--- src/rtl/freelist_recovery_ctrl.sv ---
// Physical-register free list for rename: hands out the lowest free register, reclaims
// commit releases, and rebuilds the free set from the RRAT map after a flush.
//
// state     | meaning
// S_IDLE    | normal allocate/release, rename may proceed when a register is free
// S_REBUILD | walking rrat_map[idx], clearing committed registers from an all-free bitmap
module freelist_recovery_ctrl #(
  parameter int PREGS = 64,
  parameter int AREGS = 32
) (
  input  logic                              CLK,
  input  logic                              RESET,
  input  logic                              STALL,
  input  logic                              FLUSH,
  input  logic                              alloc_req,
  output logic                              alloc_valid,
  output logic [$clog2(PREGS)-1:0]          alloc_reg,
  input  logic                              release_valid,
  input  logic [$clog2(PREGS)-1:0]          release_reg,
  input  logic [AREGS-1:0][$clog2(PREGS)-1:0] rrat_map,
  output logic [$clog2(PREGS):0]            free_count,
  output logic                              free_halt,
  output logic                              rebuilding
);

  localparam int TW = $clog2(PREGS);
  localparam int CW = $clog2(PREGS) + 1;
  localparam int IW = $clog2(AREGS);
  localparam logic [PREGS-1:0] RST_MAP = {{(PREGS-AREGS){1'b1}}, {AREGS{1'b0}}};
  localparam logic [IW-1:0] LAST_IDX = IW'(AREGS - 1);

  typedef enum logic {S_IDLE, S_REBUILD} state_t;

  state_t          r_state;
  logic [PREGS-1:0] r_bitmap;
  logic [CW-1:0]   r_count;
  logic [IW-1:0]   r_idx;

  logic [TW-1:0]   w_alloc_reg;
  logic            w_alloc_valid;
  logic            w_alloc_fire;
  logic            w_rel_fire;
  logic [TW-1:0]   w_walk_reg;

  // Scan high to low so the last hit is the lowest set bit.
  always_comb begin
    w_alloc_reg = '0;
    for (int i = PREGS - 1; i >= 0; i--) begin
      if (r_bitmap[i]) w_alloc_reg = TW'(i);
    end
  end

  assign w_alloc_valid = (r_state == S_IDLE) && (r_count != '0) && !FLUSH;
  assign w_alloc_fire  = alloc_req && w_alloc_valid && !STALL;
  // A register already free is never re-counted; it also can never equal w_alloc_reg.
  assign w_rel_fire    = release_valid && !r_bitmap[release_reg];
  assign w_walk_reg    = rrat_map[r_idx];

  always_ff @(negedge CLK or negedge RESET) begin
    if (!RESET) begin
      r_state  <= S_IDLE;
      r_bitmap <= RST_MAP;
      r_count  <= CW'(PREGS - AREGS);
      r_idx    <= '0;
    end else if (FLUSH) begin
      r_state  <= S_REBUILD;
      r_bitmap <= '1;
      r_count  <= CW'(PREGS);
      r_idx    <= '0;
    end else begin
      case (r_state)
        S_IDLE: begin
          if (w_alloc_fire) r_bitmap[w_alloc_reg] <= 1'b0;
          if (w_rel_fire)   r_bitmap[release_reg] <= 1'b1;
          r_count <= r_count + CW'(w_rel_fire) - CW'(w_alloc_fire);
        end
        S_REBUILD: begin
          // Duplicate map entries find the bit already clear and are not double-counted.
          if (r_bitmap[w_walk_reg]) begin
            r_bitmap[w_walk_reg] <= 1'b0;
            r_count              <= r_count - CW'(1);
          end
          if (r_idx == LAST_IDX) begin
            r_state <= S_IDLE;
            r_idx   <= '0;
          end else begin
            r_idx <= r_idx + IW'(1);
          end
        end
        default: r_state <= S_IDLE;
      endcase
    end
  end

  assign alloc_valid = w_alloc_valid;
  assign alloc_reg   = w_alloc_reg;
  assign free_count  = r_count;
  assign free_halt   = (r_state != S_IDLE) || (r_count == '0);
  assign rebuilding  = (r_state == S_REBUILD);

endmodule

--- config.mk ---
export PLATFORM = sky130hd
export DESIGN_NAME = freelist_recovery_ctrl
export DESIGN_NICKNAME = d
export VERILOG_FILES = /design/src/rtl/freelist_recovery_ctrl.sv
export SDC_FILE = /design/constraint.sdc
export NUM_CORES = 1
export LEC_CHECK = 0
export BUFFER_PORTS_ARGS = -buffer_cell sky130_fd_sc_hd__buf_2
export CORE_ASPECT_RATIO = 2
export CORE_MARGIN = 2
export CORE_UTILIZATION = 50
export DETAILED_ROUTE_END_ITERATION = 10
export PLACE_DENSITY = 0.76
export SYNTH_ARGS = -nofsm -noshare
export SYNTH_HDL_FRONTEND = slang
export SYNTH_SLANG_ARGS = --single-unit
export TNS_END_PERCENT = 1
--- constraint.sdc ---
create_clock -name CLK -period 5 [get_ports CLK]
set_input_delay 0.25 -clock CLK [delete_from_list [all_inputs] [get_ports CLK]]
set_output_delay 0.25 -clock CLK [all_outputs]
set_load 0.01 [all_outputs]
==> results.cfg, run 1 <==
[run_status]
status = finished with violations
violations = negative setup slack

[floorplan]
die_y_um = 190
io-pin-count = 220
core_mm2 = 0.0171
die_w_um = 96.9
row_count = 68
start_util = 0.505
die_area_mm2 = 0.0184

[sta]
hold_viol = 0
fin_tns_setup_ps = -47010
slew_viol_final = 0
finalSetupViolCount = 69
final.setup.worst_slack_ps = -853
rsz0062_at_grt = true
fin_skew_ps = 70.4
relSlewSlack = 0.246
worstMarginPinSlew_ps = 1130

[worst_setup_path]
path_cells = buf_2 > mux4_2 > mux4_2 > mux2i_4 > buf_12 > buf_8 > nor2_1 > buf_4 > a22o_1 > o31ai_4 > a2111oi_4 > and4b_4 > buf_6 > or4b_1 > o211ai_1
crit_path_end_kind = register
worst_path_most_repeated_cell = mux4_2
worstSetupStartpointType = input port
path_max_fanout = 15
critical-path-max-stage-delay_ps = 530
worst_ep_arrival_time_ps = 3710
critPathSlowestCell = mux4_2
required_ps = 2860
path_class = input port to register

[grt]
grt_start_max_net_pins = 78
antenna_found_initial = 5
grt_pass1_vias = 11300
grt_pass1_wl_um = 65100
overflow = 0
globalRouteTotalUtil = 0.462

[clock_network]
cts_max_level = 3
cts.path.max_buffers = 2
clock_sinks = 77
numCtsBuffers = 9
clkLatencyLatePin_ps = 430
path_clk_slew_ps = 50
root_buffer = clkbuf_16
cts_tree = built

[pwr]
power.share.switching = 0.399
cellLeakagePower_nw = 5.11
p_per_area_mw_per_mm2 = 241
vdd_ir_drop_max_v = 0.000338
power_switching_mw = 1.19
p_clk_frac = 0.266
seqPwrFrac = 0.252
p_comb_frac = 0.482
p_int_mw = 1.79

[place]
hpwl_um = 34000
finalWeightedCongestion = 1.14
place_area_mm2 = 0.0113
port_buffers = 219

[synth]
yosys_register_bits = 77
synthMuxAreaShare = 0.221
synth.area.top_cells = mux4_2 15%, dfrtn_1 13%, dfstp_2 10%
synth-main-ff-cell = dfrtn_1
ys_seq_area_frac = 0.228
synth-compound-area-share = 0.248
synthCells = 1046
synth_warnings = 0
synth.distinct_cells = 72
synth_simple_gate_area_frac = 0.215
synth_xor_area_frac = 0.00508
synth_fa_ha_area_frac = 0.0255
syn_area_mm2 = 0.00863
synth_top_area_share = 0.151
synthArstFlopShare = 1.00
synth_nets = 1267
synth_edf_count = 0
synth_top_family_by_area = compound AO/OA/AOI/OAI gates
avgSynthCellArea_um2 = 8.25
yosys.area.top_type = mux4_2

[min_path]
hp-class = register to register

[job]
drv_cap = 0

[drt]
via_count = 11500
wl_per_cell_um = 26.0
wirelength_um = 43600
firstDrtPassIters = 6
route.detailed.drc = 0
drtIter0Drc = 1458
vias_per_cell = 6.84
drt.antenna.violating_nets = 0

[cells_and_area]
multi_input_area_mm2 = 0.00659
nFillCells = 1375
design_area_mm2 = 0.0124
utilization = 0.724
fin_nets = 1677
regArea_mm2 = 0.00197
drive_gt1_frac = 0.441
syn_to_final_growth_pct = 43.4
-- critical path, delay by kind of cell --
kind	cells	cell delay (ps)
AND/OR/NAND/NOR	3	820
buffers and inverters	5	740
AO/OA/AOI/OAI	4	710
multiplexers	3	1180
-- state kept, by name, summed over array words and instances, names as in the netlist --
name and count:
r_idx 5, free_count 7, r_bitmap 64, rebuilding 1
-- metrics by stage --
step	cells	hold slack [ps]	setup slack, ps	total power, mW
floorplan	1046	490	-1070	1.53
global placement	1609	509	-1590	2.05
detailed placement	1609	522	-1660	2.08
CTS	1667	530	-985	2.91
global route	1675	555	-1070	3.12
finish	1675	538	-853	2.98
-- cell usage after synthesis, types with 12 or more instances --
cell	count
a211oi_1	12
a21oi_1	99
a22oi_1	27
a31oi_1	16
buf_2	13
clkbuf_1	38
dfrtn_1	44
dfstp_2	33
ha_1	16
inv_1	37
mux2_2	13
mux2i_1	43
mux4_2	58
nand2_1	83
nand2b_1	16
nand3_1	22
nor2_1	135
nor3_1	49
nor4_1	16
o21ai_0	57
o31ai_1	20
o32ai_1	15
-- cell families (layout without fill, tap and decap cells) --
kind of cell | after synthesis | after routing
muxes | 115 | 115
and+or+nand+nor | 391 | 391
DFF | 77 | 77
xor gates and xnor gates | 5 | 5
other | 0 | 4
adders and majority gates | 17 | 17
AOI/OAI and AO/OA | 330 | 330
buffers and inverters | 111 | 526
-- cell type report --
cell class                      instances  area share
Multi-Input combinational cell        858       0.533
Timing Repair Buffer                  440       0.241
Sequential cell                        77       0.159
Tap cell                              210      0.0212
Clock buffer                            9      0.0182
Clock inverter                         40      0.0159
Inverter                               37      0.0112
Antenna cell                            4    0.000809
-- layer usage --
layer | vias to the layer above | track usage | part of all wire
met5 | - | 0 | 0.00062
li1 | 4838 | - | -
met1 | 5348 | 0.551 | 0.33
met2 | 999 | 0.714 | 0.45
met3 | 269 | 0.117 | 0.13
met4 | 4 | 0.348 | 0.095
-- cells in the final DEF (no fill, tap or decap), types with 14 or more instances in the layout --
master,n
ha_1,14
nand2_1,82
inv_1,68
mux2i_1,41
o32ai_1,15
buf_4,198
o21ai_0,41
a22oi_1,21
dfstp_2,33
nor3_1,42
nand2b_1,15
mux4_2,58
a21oi_1,86
nand3_1,20
buf_2,215
dfrtn_1,44
o21ai_1,20
a31oi_1,15
nor2_1,129
o31ai_1,19
-- final timing paths --
kind | start | endpoint | slack [ps] | cells after the start
worst max-delay path | rrat_map[156] | free_count[2]$_DFFE_NN0P_ | -850 | 15
worst min-delay path | free_count[3]$_DFFE_NN0P_ | free_count[3]$_DFFE_NN0P_ | 540 | 2
worst max register to register | r_idx[0]$_DFFE_NN0P_ | free_count[2]$_DFFE_NN0P_ | 580 | 15
worst min register to register | free_count[3]$_DFFE_NN0P_ | free_count[3]$_DFFE_NN0P_ | 540 | 2
max in group asynchronous | RESET | r_idx[1]$_DFFE_NN0P_ | 1850 | 1
min in group asynchronous | RESET | r_bitmap[16]$_DFFE_NN0P_ | 2470 | 1
-- timing repair --
| item | in CTS | in global routing |
|---|---|---|
| hold buffers | 0 | 0 |
| gates cloned | 1 | 0 |
| setup endpoints to repair | 73 | 76 |
| buffers inserted | 9 | 4 |
| gates resized for setup | 91 | 45 |
| pin swaps | 42 | 18 |
-- power groups by stage --
stage                     combinational (mW)  sequential [mW]  clock [mW]
after detailed placement                1.29            0.749      0.0415
after global routing                    1.52            0.753       0.840
after global placement                  1.26            0.748      0.0415
after CTS                               1.38            0.745       0.792
final                                   1.43            0.750       0.793
after floorplan                        0.743            0.747      0.0415
Power figures use the tool's default switching activity.
==> inputs of run 2 (changes only) <==
--- a/config.mk
+++ b/config.mk
@@ -7,7 +7,6 @@
 export LEC_CHECK = 0
 export BUFFER_PORTS_ARGS = -buffer_cell sky130_fd_sc_hd__buf_2
 export CORE_ASPECT_RATIO = 2
-export CORE_MARGIN = 2
 export CORE_UTILIZATION = 50
 export DETAILED_ROUTE_END_ITERATION = 10
 export PLACE_DENSITY = 0.76
==> results.cfg, run 2 <==
[run_status]
status = aborted with a tool error
stop_stage = global routing
tool.error = [ERROR GRT-0116] Global routing finished with congestion. Check the congestion regions in the DRC Viewer.

[synth]
synth_top_area_share = 0.151
synth_nets = 1267
syn_area_mm2 = 0.00863
yosys.area.top_type = mux4_2
synthArstFlopShare = 1.00
netlist_top_cells_count = 135 x nor2_1, 99 x a21oi_1, 83 x nand2_1
synthCells = 1046
avgSynthCellArea_um2 = 8.25
synth_warnings = 0
synth.distinct_cells = 72
synth.most_common_cell = nor2_1
synth.area.top_cells = mux4_2 15%, dfrtn_1 13%, dfstp_2 10%
ys_seq_area_frac = 0.228
synth_edf_count = 0
yosys_register_bits = 77
synth-main-ff-cell = dfrtn_1

[place]
dp_cells = 1653
post-place-ws_ps = -1640
port_buffers = 219
hpwl_um = 35500
finalWeightedCongestion = 1.13

[floorplan]
io-pin-count = 220
start_util = 0.512
die_y_um = 188
row_count = 67
die_w_um = 94.9

[clock_network]
ctsHoldBuffers = 0
numCtsBuffers = 9
cts_max_level = 3
root_buffer = clkbuf_16
cts.path.max_buffers = 2
clock_sinks = 77

[grt]
grt_pass1_vias = 12500
grt_pass1_wl_um = 73400
overflow = 1
grt_start_max_net_pins = 61
globalRouteTotalUtil = 0.564
## run 2: cell counts after synthesis
Identical to the previous run, type by type.
## run 2: metrics by stage
stage,hold slack (ps),instance area [µm²]
after CTS,524,12300
after detailed placement,520,11600
after global placement,518,11600
after floorplan,490,8660
## run 2: logic make-up after synthesis
logic type / after synthesis / share of synthesized area
AOI/OAI and AO/OA: 330 / 0.248
muxes: 115 / 0.221
buffers and inverters: 111 / 0.0580
and+or+nand+nor: 391 / 0.215
adders and majority gates: 17 / 0.0255
DFF: 77 / 0.228
xor gates and xnor gates: 5 / 0.00508
## run 2: what timing repair did
item,CTS
pin swaps,10
setup endpoints to repair,74
gates cloned,0
resized for setup,42
buffers inserted,6
## run 2: layer usage
metal  overflow  GRT usage
met3          0      0.282
met4          1      0.558
met5          0          0
met1          0      0.564
met2          0      0.813
==> inputs of run 3 (changes only) <==
--- a/config.mk
+++ b/config.mk
@@ -6,10 +6,9 @@
 export NUM_CORES = 1
 export LEC_CHECK = 0
 export BUFFER_PORTS_ARGS = -buffer_cell sky130_fd_sc_hd__buf_2
-export CORE_ASPECT_RATIO = 2
-export CORE_UTILIZATION = 50
+export CORE_UTILIZATION = 35
 export DETAILED_ROUTE_END_ITERATION = 10
-export PLACE_DENSITY = 0.76
+export PLACE_DENSITY_LB_ADDON = 0.15
 export SYNTH_ARGS = -nofsm -noshare
 export SYNTH_HDL_FRONTEND = slang
 export SYNTH_SLANG_ARGS = --single-unit
==> results.cfg, run 3 (same netlist as run 1, synthesis figures left out) <==
[run_status]
status = finished with violations
violations = negative setup slack

[sta]
worstMarginPinSlew_ps = 752
finalSetupViolCount = 69
hold_ws_ps = 497
fin_skew_ps = 69.1
relSlewSlack = 0.499
hold_viol = 0
final.setup.worst_slack_ps = -935
slew_viol_final = 0
rsz0062_at_grt = true

[worst_setup_path]
worstSetupStartpointType = input port
crit_path_end_kind = register
path_class = input port to register
worst_ep_arrival_time_ps = 3630
path_max_fanout = 6
required_ps = 2700

[grt]
grt_pass1_wl_um = 68800
grt_start_max_net_pins = 61
grt_pass1_vias = 11100
globalRouteTotalUtil = 0.365
overflow = 0
antenna_found_initial = 0

[pwr]
p_per_area_mw_per_mm2 = 242
power_switching_mw = 1.26
p_int_mw = 1.91
cellLeakagePower_nw = 5.47
p_comb_frac = 0.521
seqPwrFrac = 0.234
p_clk_frac = 0.245
p_total_mw = 3.17
vdd_ir_drop_max_v = 0.000359
power.share.switching = 0.398

[floorplan]
core_mm2 = 0.0242
io-pin-count = 220
row_count = 57
die_y_um = 159
die_w_um = 159
start_util = 0.356
die_area_mm2 = 0.0253

[drt]
vias_per_cell = 6.14
firstDrtPassIters = 6
route.detailed.drc = 0
wirelength_um = 46400
drt.antenna.violating_nets = 0
via_count = 11300
wl_per_cell_um = 25.3
drtIter0Drc = 1502

[clock_network]
cts.path.max_buffers = 2
cts_tree = built
path_clk_slew_ps = 50
clkLatencyLatePin_ps = 420
numCtsBuffers = 9
clock_sinks = 77
root_buffer = clkbuf_16
ctsHoldBuffers = 0
cts_max_level = 3

[cells_and_area]
diodes = 0
final_common_cell = buf_4
utilization = 0.541
regArea_mm2 = 0.00197
largest_reg_flops = 64
fin_nets = 1729
drive_gt1_frac = 0.465
final_cell_mix = 237 x buf_4, 209 x buf_2, 132 x nor2_1, 83 x a21oi_1, 81 x nand2_1
multi_input_area_mm2 = 0.00660
nFillCells = 2339
top_register = r_bitmap
syn_to_final_growth_pct = 52.0

[place]
post-place-ws_ps = -1500
port_buffers = 219
finalWeightedCongestion = 1.03
hpwl_um = 35900

[min_path]
hp-class = register to register

[job]
drv_cap = 0
[run 3: power by group through the flow]
| stage | logic, mW | clock network [mW] | registers (mW) |
|---|---|---|---|
| floorplan | 0.743 | 0.0415 | 0.747 |
| global placement | 1.30 | 0.0415 | 0.746 |
| detailed placement | 1.31 | 0.0415 | 0.744 |
| CTS | 1.56 | 0.784 | 0.740 |
| global route | 1.76 | 0.826 | 0.747 |
| finish | 1.65 | 0.776 | 0.742 |
[run 3: final timing paths]
check / start / end / slack (ps) / depth (start not counted)
min: free_count[5]$_DFFE_NN1P_ / free_count[5]$_DFFE_NN1P_ / 500 / 2
min in group asynchronous: RESET / r_bitmap[11]$_DFFE_NN0P_ / 2280 / 1
min reg2reg: free_count[5]$_DFFE_NN1P_ / free_count[5]$_DFFE_NN1P_ / 500 / 2
max: rrat_map[116] / free_count[2]$_DFFE_NN0P_ / -930 / 17
max reg2reg: r_idx[0]$_DFFE_NN0P_ / free_count[2]$_DFFE_NN0P_ / 680 / 17
max in group asynchronous: RESET / r_bitmap[62]$_DFFE_NN1P_ / 1960 / 2
[run 3: metrics by stage]
step | instance area, µm² | setup TNS [ps] | std cells
floorplan | 8660 | -44910 | 1046
global placement | 11800 | -88480 | 1764
detailed placement | 11800 | -88090 | 1764
CTS | 12900 | -49420 | 1831
global route | 13100 | -57780 | 1837
finish | 13100 | -53580 | 1837
[run 3: timing repair]
item,4_1_cts,5_1_grt
cloned,5,0
endpoints found under the setup margin,74,76
pin swaps,55,27
setup buffers,15,6
resized for setup,111,43
[run 3: cell type report]
class / instances / area share
multi-input combinational: 858 / 0.503
timing repair buffer: 492 / 0.274
sequential: 77 / 0.150
tap: 324 / 0.0309
clock buffer: 10 / 0.0182
clock inverter: 39 / 0.0128
inverter: 37 / 0.0106
[run 3: critical path: stages]
cell      delay (ps)
buf_6             90
mux4_2           470
mux4_2           530
mux2i_4          210
buf_6            150
buf_16           120
buf_8            100
mux2_4           300
nor2_4           100
a21oi_2           50
o211ai_1         320
and4b_2          350
buf_6            130
buf_12           130
buf_12           120
or4b_1           100
o211ai_1          80
[run 3: routing by layer]
metal	track usage	up-vias	routed length, µm
li1	-	4945	-
met1	0.488	5405	18400
met2	0.527	775	19600
met3	0.119	151	5870
met4	0.181	2	2460
met5	0	-	8
